## src/rtl/result_dispatch.sv

```systemverilog
// Result dispatcher: pops one word at a time from the result FIFO, presents it to the
// destination named by its tag, and pulses a per-destination frame-complete strobe.
module result_dispatch #(
  parameter int DW = 32,
  parameter int CW = 16
) (
  input  logic            clk,
  input  logic            rst,
  input  logic            fifo_empty,
  output logic            fifo_rd_en,
  input  logic [DW-1:0]   fifo_rd_data,
  input  logic            fifo_rd_src,
  input  logic [1:0]      fifo_rd_mode,
  input  logic [7:0]      fifo_rd_proc_val,
  input  logic [CW-1:0]   frame_len,
  output logic [1:0]      mstr_valid,
  input  logic [1:0]      mstr_ready,
  output logic [2*DW-1:0] mstr_data,
  output logic [3:0]      mstr_mode,
  output logic [15:0]     mstr_proc_val,
  output logic [1:0]      mstr_cmplt,
  output logic            busy
);

  typedef enum logic [1:0] {
    IDLE,
    READ,
    HOLD
  } state_t;

  state_t        state;
  state_t        next_state;
  logic          cur_src;
  logic          armed;
  logic          handshake;
  logic [CW-1:0] count [2];
  logic [CW-1:0] eff_len;
  logic [CW:0]   count_inc;

  assign handshake  = (state == HOLD) && mstr_ready[cur_src];
  assign busy       = (state != IDLE);
  assign mstr_valid = (state == HOLD) ? (cur_src ? 2'b10 : 2'b01) : 2'b00;
  // A zero frame length behaves as a one-word frame.
  assign eff_len    = (frame_len == '0) ? CW'(1) : frame_len;
  assign count_inc  = {1'b0, count[cur_src]} + (CW+1)'(1);

  // armed holds off the first pop until a clock edge has passed after reset release.
  always_ff @(posedge clk or posedge rst) begin
    if (rst) begin
      state   <= IDLE;
      armed   <= 1'b0;
      cur_src <= 1'b0;
    end else begin
      state <= next_state;
      armed <= 1'b1;
      if (state == READ) begin
        cur_src <= fifo_rd_src;
      end
    end
  end

  always_comb begin
    next_state = state;
    fifo_rd_en = 1'b0;
    case (state)
      IDLE: begin
        if (armed && !fifo_empty) begin
          fifo_rd_en = 1'b1;
          next_state = READ;
        end
      end
      READ: begin
        next_state = HOLD;
      end
      HOLD: begin
        // Popping on the handshake cycle sustains one word every two cycles.
        if (handshake) begin
          if (!fifo_empty) begin
            fifo_rd_en = 1'b1;
            next_state = READ;
          end else begin
            next_state = IDLE;
          end
        end
      end
      default: begin
        next_state = IDLE;
      end
    endcase
  end

  // Only the addressed slice is overwritten; the other keeps its last delivered word.
  always_ff @(posedge clk or posedge rst) begin
    if (rst) begin
      mstr_data     <= '0;
      mstr_mode     <= '0;
      mstr_proc_val <= '0;
    end else if (state == READ) begin
      if (fifo_rd_src) begin
        mstr_data[DW +: DW]  <= fifo_rd_data;
        mstr_mode[3:2]       <= fifo_rd_mode;
        mstr_proc_val[15:8]  <= fifo_rd_proc_val;
      end else begin
        mstr_data[0 +: DW]   <= fifo_rd_data;
        mstr_mode[1:0]       <= fifo_rd_mode;
        mstr_proc_val[7:0]   <= fifo_rd_proc_val;
      end
    end
  end

  always_ff @(posedge clk or posedge rst) begin
    if (rst) begin
      count[0]   <= '0;
      count[1]   <= '0;
      mstr_cmplt <= '0;
    end else begin
      mstr_cmplt <= '0;
      if (handshake) begin
        if (count_inc >= {1'b0, eff_len}) begin
          count[cur_src]      <= '0;
          mstr_cmplt[cur_src] <= 1'b1;
        end else begin
          count[cur_src] <= count_inc[CW-1:0];
        end
      end
    end
  end

endmodule

```

## config.mk

```make
export PLATFORM = sky130hd
export DESIGN_NAME = result_dispatch
export DESIGN_NICKNAME = d
export VERILOG_FILES = /design/src/rtl/result_dispatch.sv
export SDC_FILE = /design/constraint.sdc
export NUM_CORES = 1
export LEC_CHECK = 0
export CORE_AREA = 2 2 122 124
export CTS_BUF_LIST = sky130_fd_sc_hd__clkbuf_4
export DETAILED_ROUTE_END_ITERATION = 10
export DIE_AREA = 0 0 124 126
export PLACE_DENSITY = 0.68
export REMOVE_ABC_BUFFERS = 1
export SLEW_MARGIN = 20
export SYNTH_ARGS = -nofsm -noshare
export SYNTH_HDL_FRONTEND = slang
export SYNTH_SLANG_ARGS = --single-unit
```

## constraint.sdc

```tcl
create_clock -name clk -period 9.75 [get_ports clk]
set_input_delay 1.95 -clock clk [delete_from_list [all_inputs] [get_ports clk]]
set_output_delay 1.95 -clock clk [all_outputs]
set_load 0.01 [all_outputs]
```

==> metrics <==
final hold viol count=0; Yosys cell types=41; clock edge transition at the registers on the reported setup and hold paths=90 ps; Routed WL per cell=16.4 um; number of global-route vias before repair=4,554; Slew Limit Headroom=45.0%; share of cells above drive strength 1=20.3%; horizontal die dimension=124 um; Pwr Total=0.00207 W; H-Tree Depth=4; Highest Signal Layer=met4; die outline height=126 um; detailed-route DRC error count=0; CTS Buf Count=17; met2 WL=6300 um; top fanout value on the critical path=3; core utilization of the finished layout=53.3%; Seq cells post-synth=122; Nets=714; setup repair after global routing missed its margin=no; clock tree from TritonCTS=built; drt first-iter violations=193; overall routing resource usage=18.9%; CP max stage delay=520 ps; post-route clock period utilization=54.1%; placed inst area=0.00735 mm^2; cell chosen for the clock root=sky130_fd_sc_hd__clkbuf_4; placeable core area=0.0143 mm^2; Worst setup SP type=primary input; count of cells resized by post-cts repair=0; type of the worst setup path=primary input to primary output; total standard cell area after synthesis=0.00565 mm^2; number of buffers added on ports=153; area enclosed by the die boundary=0.0156 mm^2; highest clock frequency the design can meet=190 MHz; power density normalized to cell area=271 mW/mm^2; VDD IR-drop max=0.181 mV; post-detailed-routing wire length=13,600 um; largest net degree at the start of global routing=66; kind of end point of the critical path=primary output; standard cell with the maximum stage delay on the critical path=sky130_fd_sc_hd__clkdlybuf4s50_1; arrival time worst endpoint=3320 ps; cell area after layout=0.00762 mm^2; proportion of netlist area held by the largest area contributor=54.1%; post-synthesis cell count=477; worst slack on hold paths=498 ps; status=completed; met3 wire len=1570 um; data required time of the worst path=7800 ps; Worst-Skew Late Latency=530 ps; filler cell count in the final layout=1,242; remaining number of nets flagged by the antenna check after routing=0; number of slew-limit violations in the final report=0; Rows=44; sequential-to-total area share from yosys stat=54.1%; dominant cells by area after synthesis=sky130_fd_sc_hd__dfrtp_1 54%, sky130_fd_sc_hd__mux2_2 18%, sky130_fd_sc_hd__nand2_1 4.0%; total negative slack for setup checks=0 ps; io pins=154; path category of the worst min-delay check=flip-flop to flip-flop; area growth from synthesis to final layout=35.0%; cell chain of the critical path=clkdlybuf4s50_1 > nand2_1 > nand3_1 > o211a_1 > clkdlybuf4s50_1; number of sinks on the clock net=122; Met1 Wirelength=5520 um; number of enable flip-flop cells after synthesis=0; most used cell along the critical path=sky130_fd_sc_hd__clkdlybuf4s50_1; count of max-cap constraint violations=0; maximum clock insertion buffer count=2; most used flip-flop cell after synthesis=sky130_fd_sc_hd__dfrtp_1; min Tclk post-route=5270 ps; global placer's final weighted congestion=0.821; starting utilization of the core area=39.4%; DPL Wire Length=9670 um; first-pass iteration count of the detailed router=5; via count=4,218; transition time at the pin with the least slew margin=825 ps; via/cell ratio=5.08; number of hold buffers added after CTS=0; antenna violations before repair=1; Setup violations, final=0; wire length of the first global-routing pass=22,500 um; Post-CTS Setup Inserts=0; Mean Syn Cell Area=11.8 um^2; share of flip-flops with an asynchronous set or reset=100%; dominant cell type by area after synthesis=sky130_fd_sc_hd__dfrtp_1; leakage power of the design=3.30 nW; worst setup skew after layout=22.2 ps; Congestion Overflow GR=0; number of warning messages in the yosys log=0
==> cell usage in the layout, fill, tap and decap left out, types with 3 or more instances in the layout <==
master	count
sky130_fd_sc_hd__clkdlybuf4s50_1	153
sky130_fd_sc_hd__dfrtp_1	122
sky130_fd_sc_hd__mux2_2	89
sky130_fd_sc_hd__nand2_1	60
sky130_fd_sc_hd__o21ai_0	33
sky130_fd_sc_hd__clkbuf_4	21
sky130_fd_sc_hd__inv_1	17
sky130_fd_sc_hd__ha_1	17
sky130_fd_sc_hd__nand3_1	14
sky130_fd_sc_hd__nor2_1	12
sky130_fd_sc_hd__nand4_1	10
sky130_fd_sc_hd__mux2i_1	10
sky130_fd_sc_hd__xor2_1	9
sky130_fd_sc_hd__a21oi_1	7
sky130_fd_sc_hd__a21o_1	6
sky130_fd_sc_hd__nand4b_1	5
sky130_fd_sc_hd__xnor2_1	5
sky130_fd_sc_hd__nor4_1	4
sky130_fd_sc_hd__buf_4	4
sky130_fd_sc_hd__and3_1	3
sky130_fd_sc_hd__nand3b_1	3
sky130_fd_sc_hd__clkinv_2	3
==> final cells by class <==
type | count | area (um^2) | share of cell area, %
clock buffers | 21 | 158 | 2.07
well taps | 184 | 230 | 3.02
inverters | 18 | 70.1 | 0.919
diodes | 2 | 5.00 | 0.0656
repair buffers | 157 | 1560 | 20.5
clock inverters | 9 | 100 | 1.31
flip-flops and latches | 122 | 3050 | 40.0
multi-input cells | 317 | 2450 | 32.1
==> flip-flops by register name, indices dropped and copies added (netlist names) <==
register       count
mstr_proc_val     16
mstr_data         64
count             32
cur_src            1
armed              1
mstr_mode          4
mstr_cmplt         2
state              2
==> worst max-delay path, delay by kind of cell <==
family | cells | cell delay [ps]
AOI/OAI and AO/OA | 1 | 160
and+or+nand+nor | 2 | 190
buffers and inverters | 2 | 1020
==> cells in the mapped netlist (2+ instances only) <==
cell type	instances
sky130_fd_sc_hd__and2_1	2
sky130_fd_sc_hd__nand2_1	60
sky130_fd_sc_hd__nor3_1	2
sky130_fd_sc_hd__clkbuf_1	10
sky130_fd_sc_hd__ha_1	17
sky130_fd_sc_hd__or2_2	2
sky130_fd_sc_hd__and3_1	3
sky130_fd_sc_hd__nand4_1	10
sky130_fd_sc_hd__xor2_1	9
sky130_fd_sc_hd__a21oi_1	7
sky130_fd_sc_hd__xnor2_1	5
sky130_fd_sc_hd__nor2_1	13
sky130_fd_sc_hd__o211a_1	2
sky130_fd_sc_hd__a21o_1	6
sky130_fd_sc_hd__mux2_2	89
sky130_fd_sc_hd__inv_1	18
sky130_fd_sc_hd__nand4b_1	5
sky130_fd_sc_hd__dfrtp_1	122
sky130_fd_sc_hd__o21ai_0	33
sky130_fd_sc_hd__nand3_1	15
sky130_fd_sc_hd__nand3b_1	3
sky130_fd_sc_hd__buf_2	9
sky130_fd_sc_hd__nand2b_1	3
sky130_fd_sc_hd__nor2b_1	2
sky130_fd_sc_hd__a22o_1	2
sky130_fd_sc_hd__nor4_1	4
sky130_fd_sc_hd__mux2i_1	10
==> power by group <==
part | internal (W) | switching [W] | total (W) | leakage, nW
Combinational | 0.000545 | 0.000368 | 0.000914 | 1.64
Sequential | 0.000702 | 0.000119 | 0.000821 | 1.51
Clock | 0.000159 | 0.000176 | 0.000335 | 0.148
Total | 0.00141 | 0.000663 | 0.00207 | 3.30
==> routing by layer <==
layer  global-route usage, %  vias to the layer above
met1                    21.9                     2056
met2                    29.6                      148
met3                    10.3                       17
met4                    6.54                        0
li1                        -                     1997
met5                       0                        -
==> metrics by stage <==
stage	instances	setup slack, ps
after CTS	828	4500
after detailed placement	798	4500
after global placement	798	4500
final	830	4480
after floorplan	457	4560
after global routing	830	4410
==> final timing paths <==
path,startpoint,to,slack [ps],depth (start not counted)
worst max register to register,cur_src,count[16],5560,15
worst max-delay path,mstr_ready[1],fifo_rd_en,4480,5
worst min register to register,count[15],count[15],500,2
worst min-delay path,count[15],count[15],500,2
max in group asynchronous,rst,count[16],6550,3
min in group asynchronous,rst,mstr_data[35],1870,2
==> kinds of logic after synthesis <==
kind of cell | after synthesis | synth area share [%]
other | 1 | 0.0664
buffers and inverters | 38 | 2.86
AOI/OAI and AO/OA | 61 | 6.96
DFF | 122 | 54.1
muxes | 99 | 19.5
xor gates and xnor gates | 14 | 2.17
and+or+nand+nor | 125 | 10.6
adders and majority gates | 17 | 3.77
No activity file was read; power rests on OpenSTA's default activity.
